## config.mk

```make
export PLATFORM = sky130hd
export DESIGN_NAME = uart_rx_frontend
export DESIGN_NICKNAME = d
export VERILOG_FILES = /design/src/rtl/uart_rx_frontend.sv
export SDC_FILE = /design/constraint.sdc
export NUM_CORES = 1
export LEC_CHECK = 0
export CORE_MARGIN = 2
export CORE_UTILIZATION = 50
export DETAILED_ROUTE_END_ITERATION = 12
export PLACE_DENSITY = 0.68
export SLEW_MARGIN = 20
export SYNTH_ARGS = -nofsm -noshare
export SYNTH_HDL_FRONTEND = slang
export SYNTH_SLANG_ARGS = --single-unit
export TNS_END_PERCENT = 20
```

## constraint.sdc

```tcl
create_clock -name clk -period 4.1 [get_ports clk]
set_input_delay 0.82 -clock clk [delete_from_list [all_inputs] [get_ports clk]]
set_output_delay 0.82 -clock clk [all_outputs]
set_load 0.005 [all_outputs]
```

## src/rtl/uart_rx_frontend.sv

```systemverilog
// uart_rx_frontend: 16x-oversampled UART receiver front end.
// Synchronizes rx, detects the start edge, majority-votes three mid-bit
// samples per bit and delivers one byte per frame with a single-cycle rdsig
// strobe plus aligned frame/parity error flags.
// Optional feature macro: UART_RX_PARITY_EN (adds a parity bit after DATA;
// sense chosen by PARITY_ODD). Default build is 8N1 with dataerror tied low.
module uart_rx_frontend #(
    parameter int PARITY_ODD = 0
) (
    input  logic       clk,
    input  logic       rst_n,
    input  logic       rx,
    output logic [7:0] rxdata,
    output logic       rdsig,
    output logic       frameerror,
    output logic       dataerror,
    output logic       busy
);

    localparam int   DATA_W    = 8;
    localparam logic ODD_SENSE = (PARITY_ODD != 0);

    typedef enum logic [2:0] {
        S_IDLE,
        S_START,
        S_DATA,
`ifdef UART_RX_PARITY_EN
        S_PARITY,
`endif
        S_STOP
    } state_t;

    state_t state, next_state;

    logic              rx_sync_p0;
    logic              rx_sync_p1;
    logic              rx_hist_p2;
    logic [1:0]        settle;
    logic              armed;
    logic [3:0]        tick;
    logic [2:0]        bit_idx;
    logic              samp7;
    logic              samp8;
    logic [DATA_W-1:0] shreg;
    logic              start_edge;
    logic              tick_mid;
    logic              tick_end;
    logic              bit_val;
    logic              stop_done;
    logic              parity_err;

    // Two of three samples agreeing decides the bit value.
    function automatic logic majority3(input logic a, input logic b, input logic c);
        return (a & b) | (a & c) | (b & c);
    endfunction

    assign tick_mid   = (tick == 4'd9);
    assign tick_end   = (tick == 4'd15);
    assign bit_val    = majority3(samp7, samp8, rx_sync_p1);
    assign start_edge = (state == S_IDLE) && armed && rx_hist_p2 && !rx_sync_p1;
    assign stop_done  = (state == S_STOP) && tick_mid;

`ifdef UART_RX_PARITY_EN
    logic par_bit;

    assign parity_err = ((^shreg) ^ par_bit) != ODD_SENSE;

    // Capture the voted parity bit in the middle of the parity slot.
    always_ff @(posedge clk) begin
        if (state == S_PARITY && tick_mid)
            par_bit <= bit_val;
    end
`else
    // 8N1 framing carries no parity, so the sense setting has no effect.
    assign parity_err = 1'b0 & ODD_SENSE;
`endif

    // Two-flop synchronizer plus history flop; idle-high reset values.
    always_ff @(posedge clk or negedge rst_n) begin
        if (!rst_n) begin
            rx_sync_p0 <= 1'b1;
            rx_sync_p1 <= 1'b1;
            rx_hist_p2 <= 1'b1;
        end else begin
            rx_sync_p0 <= rx;
            rx_sync_p1 <= rx_sync_p0;
            rx_hist_p2 <= rx_sync_p1;
        end
    end

    // Arm start detection only once the flushed synchronizer has seen the
    // line high, so a line already low at reset release is not a start.
    always_ff @(posedge clk or negedge rst_n) begin
        if (!rst_n) begin
            settle <= 2'b00;
            armed  <= 1'b0;
        end else begin
            settle <= {settle[0], 1'b1};
            if (settle[1] && rx_sync_p1)
                armed <= 1'b1;
        end
    end

    // FSM state register.
    always_ff @(posedge clk or negedge rst_n) begin
        if (!rst_n)
            state <= S_IDLE;
        else
            state <= next_state;
    end

    // Next-state logic: bit slots end at tick 15, decisions fall at tick 9.
    always_comb begin
        next_state = state;
        case (state)
            S_IDLE:   if (start_edge) next_state = S_START;
            S_START: begin
                if (tick_mid && bit_val)
                    next_state = S_IDLE;
                else if (tick_end)
                    next_state = S_DATA;
            end
            S_DATA: begin
                if (tick_end && bit_idx == 3'(DATA_W - 1))
`ifdef UART_RX_PARITY_EN
                    next_state = S_PARITY;
`else
                    next_state = S_STOP;
`endif
            end
`ifdef UART_RX_PARITY_EN
            S_PARITY: if (tick_end) next_state = S_STOP;
`endif
            S_STOP:   if (tick_mid) next_state = S_IDLE;
            default:  next_state = S_IDLE;
        endcase
    end

    // Tick and bit-index counters; the edge cycle itself is tick 0.
    always_ff @(posedge clk or negedge rst_n) begin
        if (!rst_n) begin
            tick    <= 4'd0;
            bit_idx <= 3'd0;
        end else if (next_state == S_IDLE) begin
            tick    <= 4'd0;
            bit_idx <= 3'd0;
        end else begin
            tick <= tick + 4'd1;
            if (state == S_DATA && tick_end)
                bit_idx <= bit_idx + 3'd1;
        end
    end

    // Mid-bit samples and LSB-first data shift register.
    always_ff @(posedge clk) begin
        if (tick == 4'd7)
            samp7 <= rx_sync_p1;
        if (tick == 4'd8)
            samp8 <= rx_sync_p1;
        if (state == S_DATA && tick_mid)
            shreg <= {bit_val, shreg[DATA_W-1:1]};
    end

    // Result strobe, error flags, held byte and busy indicator.
    always_ff @(posedge clk or negedge rst_n) begin
        if (!rst_n) begin
            rxdata     <= 8'h00;
            rdsig      <= 1'b0;
            frameerror <= 1'b0;
            dataerror  <= 1'b0;
            busy       <= 1'b0;
        end else begin
            rdsig      <= stop_done;
            frameerror <= stop_done & ~bit_val;
            dataerror  <= stop_done & parity_err;
            busy       <= (state != S_IDLE) || (next_state != S_IDLE);
            if (stop_done)
                rxdata <= shreg;
        end
    end

endmodule

```

==> flow_summary_export.csv, run 1 <==
group,metric,value,unit
setup_path,critical_path.startpoint_type,"register",
routing,drt-vias-per-instance,5.26,
global_route,grt_use_met3,6.59,%
setup_path,crit_arrival,2.15,ns
routing,drcViolationCount,3,
die,dieArea,0.00343,sq mm
finish,fillCellCount,233,
global_route,antenna_found_initial,0,
finish,final_cell_mix,"dfrtp_1, clkdlybuf4s50_1, edfxtp_1, mux2_2",
yosys,synth.yosys.seq_area_share,65.7,%
worst_hold_path,hp-class,"reg2reg",
sta,fmax,458,MHz
finish,diodes,0,
power,power,0.589,mW
cts,cts_resized,0,
routing,first_pass_iters,8,
routing,drtIter0Drc,15,
finish,drive_gt1_share,25.6,%
cts,clk_path_buf_depth,2,
setup_path,critPathTopFamily,"simple AND/OR/NAND/NOR gates",
finish,fin_nets,128,
sta,fin_hold_ws,0.362,ns
yosys,synth_area_leaders,"dfrtp_1, edfxtp_1, mux2_2, dfstp_2, ha_1",
global_route,grtUsageMet2,22.6,%
status,violations,"DRC",
cts,cts_root_buf,"clkbuf_4",
yosys,ys_types,33,
cts,clk_pin_slew_worst_paths,0.10,ns
setup_path,crit_chain,"inv_1 -> ha_1 -> and3b_4 -> nand2_1 -> nor3_1",
cts,cts-buffers-inserted,5,
global_route,grt-ovfl-total,0,
finish,areaGrowthSynthToFinish,14.9,%
placement,io_buffers,13,
yosys,synth.largest_area_cell,"dfrtp_1",
global_route,track_usage,15.1,%
sta,slew_headroom,33.2,%
cts,holdBufCountCts,0,
global_route,met1_usage,19.1,%
sta,drv_slew,0,
yosys,synth_top_area_share,40.3,%
die,die_h,58.6,microns
sta,setup_ws,1.92,ns
finish,multiInputGateArea,495,sq um
power,cellPowerDensity,344,mW/mm^2
sta,period_share,53.3,%
global_route,grt_pass1_wl,3670,microns
cts,post_cts_buffers,0,
finish,final_area,0.00171,sq mm
cts,insertion_delay,0.33,ns
die,initial_core_util,53.1,%
sta,finalHoldViolations,0,
setup_path,critical_path_class,"reg2reg",
cts,htree_levels,2,
yosys,syn_area,0.00149,sq mm
cts,cts.sinks,37,
sta,tightest_slew,0.994,ns
setup_path,critPathMaxFanout,8,
die,dieWidth,58.6,microns
global_route,grt_pass1_vias,762,
setup_path,slowest_delay,0.79,ns
routing,ant_nets,0,
die,rows,19,
sta,rsz0062_at_grt,"no",
placement,pre_cts_ws,1.89,ns
finish,final_common_cell,"dfrtp_1",
power,ir_worst_vdd,0.000202,V
setup_path,cp-end-kind,"register",
finish,final-seq-area,980,sq um
die,core_area,0.00281,sq mm
setup_path,critical_path_required,4.06,ns
yosys,yosysWarnings,0,
routing,routed_wl,2070,microns
cts,cts_tree,"yes",
routing,wire_per_inst,13.6,microns
placement,placed_area,0.00166,sq mm
placement,dpl.cell_count,144,
power,p_leak,0.713,nW
sta,finalSetupViolations,0,
routing,vias,800,
sta,fin_skew,0.00380,ns
setup_path,worst-path-buf-inv,1,
global_route,grt.busiest_layer,"met2",
finish,instances_no_fill,152,
yosys,syn_avg_cell_area,15.1,sq um
sta,period_needed,2.18,ns
flow_run,cap_violations,0,
global_route,grt_start_max_net_pins,18,
yosys,ys_seq_elements,37,
die,pin_count,15,
finish,final_core_util,61.1,%
sta,finalSetupTns,0,ns
setup_path,cpMaxStageDelayCell,"nor3_1",
placement,hpwlAfterDp,1530,microns
yosys,syn_inst,99,
placement,gp_congestion,0.759,
status,status,"finished, violations left",
## final timing paths
path	slack [ns]	end	cells past startpoint	startpoint
min in group asynchronous	0.81	tick[0]$_DFF_PN0_	1	rst_n
max	1.92	shreg[5]$_DFFE_PP_	5	tick[1]$_DFF_PN0_
max reg2reg	1.92	shreg[5]$_DFFE_PP_	5	tick[1]$_DFF_PN0_
max in group asynchronous	2.63	rx_hist_p2$_DFF_PN1_	2	rst_n
min	0.36	rx_sync_p1$_DFF_PN1_	0	rx_sync_p0$_DFF_PN1_
min reg2reg	0.36	rx_sync_p1$_DFF_PN1_	0	rx_sync_p0$_DFF_PN1_
## layout make-up
class / count / share of cell area, %
Sequential cell: 37 / 57.2
Multi-Input combinational cell: 59 / 28.9
Timing Repair Buffer: 14 / 8.04
Tap cell: 31 / 2.26
Clock buffer: 5 / 2.19
Clock inverter: 3 / 0.730
Inverter: 3 / 0.657
## routing by layer
metal | up-vias | part of all wire (%) | wire length [microns]
met5 | - | 0 | 0
met3 | 6 | 4.9 | 101
met4 | 0 | 2.2 | 46
met1 | 397 | 46 | 960
li1 | 384 | - | -
met2 | 13 | 46 | 959
## cells by family after synthesis
kind of cell | synth area share [%]
flip-flops | 65.7
AND/OR/NAND/NOR | 12.8
AO/OA/AOI/OAI | 6.89
multiplexers | 6.05
adder cells (fa/ha/maj) | 4.95
buffers and inverters | 1.26
XOR/XNOR | 1.76
other | 0.504
## where the power goes
| group | switching [mW] | internal, mW |
|---|---|---|
| Clock | 0.110 | 0.0620 |
| Combinational | 0.0147 | 0.0120 |
| Sequential | 0.00537 | 0.384 |
## sequential cells by signal, indices dropped and copies added (netlist names), 2 cells and up
name     flops
bit_idx      3
rxdata       8
settle       2
shreg        8
state        3
tick         4
## Yosys cell counts
cell,instances
dfrtp_1,24
edfxtp_1,10
mux2_2,8
nand2_1,6
nor2_1,6
ha_1,5
nand3_1,4
a21oi_1,3
dfstp_2,3
inv_1,3
a2111oi_4,2
conb_1,2
nor3_1,2
xnor2_1,2
a21o_1,1
a21o_2,1
and2_1,1
and3_1,1
and3_4,1
and3b_2,1
and3b_4,1
and4_4,1
buf_4,1
maj3_2,1
nand2b_2,1
nand3b_1,1
nor2_4,1
nor2b_1,1
o32ai_2,1
or2_1,1
or3_2,1
or3_4,1
xor2_1,1
No activity file was read; power rests on OpenSTA's default activity.
==> run 2, diff against run 1 <==
CORE_UTILIZATION = 49   (was 50)
PLACE_DENSITY = 0.7   (was 0.68)
clock period = 1.96 ns   (was 4.1 ns; I/O delays follow)
==> run 2 against run 1 <==
  * Utilization shrank 3.0 points
  * Critical path depth is the same
  * Clock power grew 120%
  * Highest routed layer unchanged
  * Combinational power grew 110%
  * Worst hold slack lost 0.00052 ns
  * The flow now finishes without violations
==> flow_summary_export.csv, run 2 (synthesized netlist as in run 1, its figures left out) <==
group,metric,value,unit
finish,instances_no_fill,155,
routing,drcViolationCount,0,
flow_run,cap_violations,0,
placement,hpwlAfterDp,1530,microns
placement,gp_congestion,0.780,
finish,multiInputGateArea,495,sq um
cts,cts_tree,"yes",
sta,finalHoldViolations,0,
setup_path,worst-path-buf-inv,0,
setup_path,crit_chain,"ha_1 -> and3_4 -> and4_4 -> or3_4 -> or2_1",
global_route,grt_start_max_net_pins,28,
routing,drtIter0Drc,18,
power,power,1.25,mW
global_route,grt_pass1_vias,803,
routing,vias,797,
placement,dpl.cell_count,147,
die,dieArea,0.00350,sq mm
global_route,grt.busiest_layer,"met2",
finish,final_area,0.00173,sq mm
global_route,grt_use_met3,5.90,%
die,core_area,0.00298,sq mm
setup_path,critical_path_required,2.19,ns
global_route,met1_usage,16.4,%
setup_path,cp-end-kind,"register",
cts,insertion_delay,0.33,ns
finish,final_cell_mix,"dfrtp_1, clkdlybuf4s50_1, edfxtp_1, mux2_2",
global_route,grt_pass1_wl,3660,microns
setup_path,critical_path.startpoint_type,"register",
power,ir_worst_vdd,0.000334,V
finish,fillCellCount,256,
cts,clk_pin_slew_worst_paths,0.11,ns
status,status,"completed",
global_route,grt-ovfl-total,0,
global_route,grtUsageMet2,24.6,%
cts,cts.sinks,37,
finish,fin_nets,129,
sta,fin_skew,0.00366,ns
global_route,antenna_found_initial,0,
sta,period_share,92.0,%
finish,areaGrowthSynthToFinish,16.0,%
power,cellPowerDensity,722,mW/mm^2
sta,period_needed,1.80,ns
routing,drt-vias-per-instance,5.14,
cts,cts_root_buf,"clkbuf_4",
finish,final-seq-area,980,sq um
worst_hold_path,hp-class,"reg2reg",
finish,largestRegisters,"rxdata (8), shreg (8), tick (4)",
setup_path,critical_path_class,"reg2reg",
finish,diodes,0,
routing,first_pass_iters,4,
sta,finalSetupTns,0,ns
sta,fin_hold_ws,0.362,ns
routing,routed_wl,2060,microns
die,pin_count,15,
die,initial_core_util,50.0,%
setup_path,slowest_delay,0.43,ns
cts,clk_path_buf_depth,2,
cts,htree_levels,2,
finish,drive_gt1_share,27.0,%
sta,finalSetupViolations,0,
finish,final_common_cell,"dfrtp_1",
cts,cts-buffers-inserted,5,
placement,placed_area,0.00167,sq mm
global_route,track_usage,14.7,%
setup_path,cpMaxStageDelayCell,"dfrtp_1",
routing,wire_per_inst,13.3,microns
die,dieWidth,59.1,microns
cts,cts_resized,0,
setup_path,critPathTopFamily,"simple AND/OR/NAND/NOR gates",
die,rows,20,
sta,drv_slew,0,
sta,fmax,555,MHz
sta,rsz0062_at_grt,"no",
setup_path,critPathMaxFanout,5,
die,die_h,59.1,microns
setup_path,crit_arrival,2.03,ns
power,p_leak,0.721,nW
placement,io_buffers,13,
routing,ant_nets,0,
==> run 2: area by class of cell <==
type | instances | area share (%)
Clock buffer | 5 | 2.17
Clock inverter | 3 | 1.01
Sequential cell | 37 | 56.7
Inverter | 3 | 0.652
Tap cell | 33 | 2.39
Timing Repair Buffer | 15 | 8.40
Multi-Input combinational cell | 59 | 28.7
==> run 2: repair_timing <==
item,in CTS,in global routing
hold buffers,0,0
setup buffers,0,0
setup endpoints to repair,0,1
==> run 2: final timing paths <==
path	start	slack, ns	cells after the start	to
setup / recovery	tick[0]$_DFF_PN0_	0.16	5	busy$_DFF_PN0_
hold / removal	settle[0]$_DFF_PN0_	0.36	0	settle[1]$_DFF_PN0_
setup reg to reg	tick[0]$_DFF_PN0_	0.16	5	busy$_DFF_PN0_
hold reg to reg	settle[0]$_DFF_PN0_	0.36	0	settle[1]$_DFF_PN0_
max in group asynchronous	rst_n	1.23	2	rx_hist_p2$_DFF_PN1_
min in group asynchronous	rst_n	0.42	2	rdsig$_DFF_PN0_
==> run 2: worst register-to-register path, cell delays in order (launching register included) <==
cell,delay [ns]
dfrtp_1,0.43
ha_1,0.27
and3_4,0.22
and4_4,0.19
or3_4,0.38
or2_1,0.22
==> run 2: layer usage <==
metal	part of all wire (%)	up-vias
li1	-	390
met1	44	385
met2	49	17
met3	4.7	5
met4	2.1	0
met5	0	-
==> run 2: report_power, final <==
group	internal [mW]	total, mW	switching (mW)
registers	0.804	0.815	0.0106
logic	0.0258	0.0564	0.0306
clock network	0.136	0.377	0.241
total	0.966	1.25	0.282
==> run 2: per-stage QoR <==
| stage | util (%) | worst slack (ns) |
|---|---|---|
| after global placement | 56.2 | 0.173 |
| after detailed placement | 56.2 | 0.120 |
| after CTS | 58.0 | 0.106 |
| after floorplan | - | 0.0240 |
| after global routing | 58.0 | 0.0535 |
| final | 58.0 | 0.158 |
==> edit 1: new RTL, settings of run 2 <==
Encoding of `state_t`: now Gray code (2 bits for 4 states).
--- a/src/rtl/uart_rx_frontend.sv
+++ b/src/rtl/uart_rx_frontend.sv
@@ -21,12 +21,12 @@
     localparam logic ODD_SENSE = (PARITY_ODD != 0);
 
-    typedef enum logic [2:0] {
-        S_IDLE,
-        S_START,
-        S_DATA,
+    typedef enum logic [1:0] {
+        S_IDLE  = 2'b00,
+        S_START = 2'b01,
+        S_DATA  = 2'b11,
 `ifdef UART_RX_PARITY_EN
         S_PARITY,
 `endif
-        S_STOP
+        S_STOP  = 2'b10
     } state_t;
 
Check against the original RTL: no difference found for any inputs over 10 cycles, from zero or initial values and one cycle with rst_n low; not proved beyond that.
==> edit 1 against run 2 <==
- sequential cell count is 1 lower
- first-iteration DRC count shrank 22%
- critical path type unchanged
- synthesized cell count increased by 2.0%
- count of clock-buffer cells in the layout rose by 2
- setup slack better by 69 ps
- cell area down 5.4%
- via count shrank 3.5%
- highest routed layer unchanged
- synthesized area decreased by 3.1%
- routed wire length is 0.39% higher
- fmax increased by 4.0%
Power is not compared: it rests on default switching activity, and its combinational part moved more than twofold at a synthesized area within 25%.
==> edit 1: results (changes against run 2) <==
- Final cell count without fillers: 149 (-3.9%)
- Ranking of synthesized cells by area: dfrtp_1 (40%), edfxtp_1 (21%), mux2_4 (7.3%), dfstp_2 (5.5%), ha_1 (4.3%)
- Met3 usage: 4.69% (-1.2 points)
- Netlist cell types: 30 (-9.1%)
- Dpl hpwl: 1360 um (-11%)
- Total track usage: 14.8% (+0.10 points)
- Hold WC Path Type: flop to flop
- First-pass GRT wire length: 3510 um (-4.0%)
- Antenna cells: 0 (unchanged)
- Worst slack at placement: 234 ps (+115 ps)
- Uppermost routed layer: met4
- CP Max Fanout: 11 (+6)
- Largest registers: rxdata (8), shreg (8), tick (4)
- Critical-path top delay cell: dfrtp_1
- Setup Skew: 14.7 ps (+11.1 ps)
- P_leak: between 0.0007 and 0.0008 uW
- Largest net degree at the start of global routing: 27 (-3.6%)
- Metal-1 WL: 933 um (+3.1%)
- Met3 WL: 105 um (+8.2%)
- Clock latency on the worst-skew pair: 340 ps
- Clock Tree Buf Depth: 2 (unchanged)
- Met1 usage: 18.2% (+1.8 points)
- Buffers on Ports: 13 (unchanged)
- DR iter-0 viols: 14 (-4)
- Drt pass-1 iters: 2 (-2)
- Worst-path clk slew: 100 ps
- Met2 Usage GRT: 22.3% (-2.3 points)
- Mapped Cells: 101 (+2.0%)
- Ys async rst share: 72.2% (-0.75 points)
- Num CTS Buffers: 5 (unchanged)
- Final WL: 2070 um (+0.39%)
- Placed insts: 141 (-4.1%)
- Status: finished clean
- Cell-internal power: 1160 uW
- Via count: 769 (-3.5%)
- GPL Wtd Cong: 0.738 (-5.3%)
- Critical path arrival: 1970 ps (-60 ps)
- Yosys Warn Count: 0 (unchanged)
- H-tree depth: 2 (unchanged)
- Post-Syn Nets: roughly 110
- CTS-repair resized insts: 0 (unchanged)
- Layout cells sized above 1: 17.8% (-9.3 points)
- Most instantiated cells after synthesis: dfrtp_1 (23), nor2_1 (12), edfxtp_1 (10)
- Slowest cell delay on critical path: 400 ps (-30 ps)
- Met2 routed WL: 966 um (-5.0%)
- Net total in the final layout: 125 (-3.1%)
- Root Buffer: clkbuf_4
- Post-CTS Setup Bufs: 0 (unchanged)
- Peak supply drop: 708 uV
- Post-synthesis sequential area ratio: 66.1% (+0.37 points)
- Post-synth EDFFs: 10 (unchanged)
- Initial antenna violation count: 0 (unchanged)
edit 1: cell type report:
class	count	area (um^2)
Fill cell	253	1150
Sequential cell	36	955
Multi-Input combinational cell	55	434
Timing Repair Buffer	14	138
Clock buffer	7	45.0
Tap cell	31	38.8
Inverter	5	18.8
Clock inverter	1	5.00
edit 1: power by group through the flow:
stage	Sequential (uW)	Clock, uW	Combinational [uW]
finish	967	375	325
global route	981	419	372
floorplan	918	0	306
detailed placement	982	0	330
CTS	968	385	336
global placement	975	0	319
edit 1: stage by stage:
step	cell area, um^2	hold WS, ps
4_1_cts	1630	362
3_5_place_dp	1580	348
6_report	1630	361
5_1_grt	1630	369
2_1_floorplan	1440	96.4
3_3_place_gp	1580	332
edit 1: critical path, delay by kind of cell, from the launching register on:
| kind | cells | cell delay (ps) |
|---|---|---|
| fa+ha+maj | 1 | 190 |
| buf+inv | 1 | 80 |
| flops | 1 | 400 |
| mux | 1 | 400 |
| simple gates | 2 | 550 |
edit 1: kinds of logic (layout without fill, tap and decap cells):
family / count (synthesis) / count (layout) / synth area share, %
AOI/OAI and AO/OA: 5 / 5 / 2.34
muxes: 10 / 10 / 9.45
DFF: 36 / 36 / 66.1
buffers and inverters: 10 / 27 / 3.81
adders and majority gates: 6 / 6 / 5.03
and+or+nand+nor: 29 / 29 / 10.9
xor gates and xnor gates: 3 / 3 / 1.82
other: 2 / 2 / 0.520
edit 1: worst paths after layout:
path,depth (start not counted),to,startpoint,slack (ps)
min,0,rx_sync_p1,rx_sync_p0,360
max reg2reg,5,rxdata[1],tick[1],230
max,5,rxdata[1],tick[1],230
min in group asynchronous,2,rxdata[3],rst_n,390
min reg2reg,0,rx_sync_p1,rx_sync_p0,360
max in group asynchronous,2,rx_hist_p2,rst_n,1260
==> edit 2: new RTL, settings of run 2 <==
Made on the original files. Build with the macro `UART_RX_PARITY_EN` defined.
--- a/src/rtl/uart_rx_frontend.sv
+++ b/src/rtl/uart_rx_frontend.sv
@@ -5,4 +5,6 @@
 // Optional feature macro: UART_RX_PARITY_EN (adds a parity bit after DATA;
 // sense chosen by PARITY_ODD). Default build is 8N1 with dataerror tied low.
+`define UART_RX_PARITY_EN
+
 module uart_rx_frontend #(
     parameter int PARITY_ODD = 0
Behaviour: no difference found for any inputs over 10 cycles, from zero or initial values and one cycle with rst_n low; that may be too few to reach the edited logic, so the function may still have changed.
==> edit 2 against run 2 <==
- synthesized cell count increased by 10%
- first-iteration DRC count grew 28%
- sequential cell count increased by 2
- non-clock buffer count up 3
- critical path depth did not move
- synthesized area up 9.2%
- critical path type unchanged
- core utilization up 2.7 points
- routed wire length grew 15%
- setup slack got worse by 61 ps
- cell area increased by 9.1%
- count of clock-buffer cells in the layout increased by 1
Power is not compared: it rests on default switching activity, and its combinational part moved more than twofold at a synthesized area within 25%.
==> edit 2: results (changes against run 2) <==
- Status: finished clean
- Setup Skew: 14.9 ps (+11.2 ps)
- Post-CTS Setup Bufs: 0 (unchanged)
- Clock latency on the worst-skew pair: 330 ps (about the same)
- Net total in the final layout: 139 (+7.8%)
- Slowest cell delay on critical path: 440 ps
- Buffers on Ports: 14 (+1)
- Total track usage: 15.3% (+0.58 points)
- H-tree depth: 2 (unchanged)
- P_leak: 0.000817 uW
- Dpl hpwl: 1670 um (+9.6%)
- Netlist cell types: 32 (-3.0%)
- DR iter-0 viols: 23 (+5)
- Vias in the first global route: 888 (+11%)
- Critical-path top delay cell: dfrtp_1
- Hold WC Path Type: flop to flop
- Drt pass-1 iters: 4 (unchanged)
- Post-synth EDFFs: 11 (+1)
- Ranking of synthesized cells by area: dfrtp_1 (38%), edfxtp_1 (20%), mux2_2 (5.5%), dfstp_2 (4.8%), xnor2_1 (4.8%)
- Ys async rst share: 71.8% (-1.2 points)
- Met2 routed WL: 1120 um (+10%)
- Antenna cells: 0 (unchanged)
- HP Start: settle[0]
- Layout cells sized above 1: 20.5% (-6.6 points)
- Clock Tree Buf Depth: 2 (unchanged)
- Largest net degree at the start of global routing: 29 (+3.6%)
- Final WL: 2370 um (+15%)
- Commonest non-fill, non-tap cell in the layout: dfrtp_1
- Via count: 875 (+9.8%)
- Peak supply drop: 546 uV
- Post-synthesis sequential area ratio: 63.6% (-2.1 points)
- Reg2reg start: tick[0]
- Post-Syn Nets: 117
- Largest registers: rxdata (8), shreg (8), tick (4)
- Most instantiated cells after synthesis: dfrtp_1 (25), edfxtp_1 (11), nor2_1 (11)
- Met3 WL: 95 um (-2.1%)
- GPL Wtd Cong: 0.787 (+0.97%)
- Critical path arrival: 2070 ps (+40 ps)
- CTS-repair resized insts: 0 (unchanged)
- Crit-path leading delay family: simple AND/OR/NAND/NOR gates
- Worst setup path class: flop to flop
- Metal-1 WL: 1120 um (+24%)
- First-pass GRT wire length: 4080 um (+11%)
-- edit 2: changes by cell type in the layout (fill, tap and decap cells not counted), sizes merged, moves of 3 or more --
| cell | run 2 | this run |
|---|---|---|
| nand2 | 6 | 3 |
| nor2 | 7 | 11 |
| a21oi | 3 | 0 |
| xnor2 | 2 | 9 |
-- edit 2: cells by family (layout without fill, tap and decap cells) --
family | count (synthesis) | after routing | synth area share [%]
adders and majority gates | 6 | 6 | 4.46
AOI/OAI and AO/OA | 7 | 7 | 5.62
muxes | 10 | 10 | 6.77
xor gates and xnor gates | 11 | 11 | 6.77
and+or+nand+nor | 28 | 28 | 10.7
buffers and inverters | 7 | 30 | 1.85
DFF | 39 | 39 | 63.6
other | 1 | 1 | 0.231
-- edit 2: through the flow --
stage / area (um^2) / hold slack (ps) / setup slack [ps] / total power (uW) / std cells
after floorplan: 1630 / 96.4 / 66.8 / 1240 / 109
after global placement: 1840 / 335 / 133 / 1320 / 168
after detailed placement: 1840 / 341 / 94.6 / 1340 / 168
after CTS: 1890 / 362 / 86.9 / 1710 / 176
after global routing: 1890 / 361 / 7.34 / 1800 / 176
final: 1890 / 355 / 96.9 / 1690 / 176
-- edit 2: final timing paths --
check,cells after the start,end,slack (ps)
max,5,busy,100
min,0,settle[1],350
max reg2reg,5,busy,100
min reg2reg,0,settle[1],350
max in group asynchronous,2,rx_hist_p2,1220
min in group asynchronous,2,state[1],420
-- edit 2: per-layer routing --
metal	track usage, %	vias to the layer above
met3	5.04	4
met4	7.29	0
met5	0	-
met2	22.3	19
met1	20.7	429
li1	-	423
-- edit 2: where the power goes --
| part | internal [uW] | leakage [uW] | total (uW) | switching [uW] |
|---|---|---|---|---|
| registers | 906 | 0.000455 | 995 | 88.8 |
| logic | 153 | 0.000334 | 322 | 169 |
| clock network | 133 | 0.0000273 | 371 | 238 |
| total | 1190 | 0.000817 | 1690 | 496 |
-- edit 2: cell type report --
type	instances	area [um^2]
Fill cell	273	1220
Sequential cell	39	1030
Multi-Input combinational cell	63	562
Timing Repair Buffer	18	170
Tap cell	44	55.1
Clock buffer	6	41.3
Inverter	4	15.0
Clock inverter	2	7.51
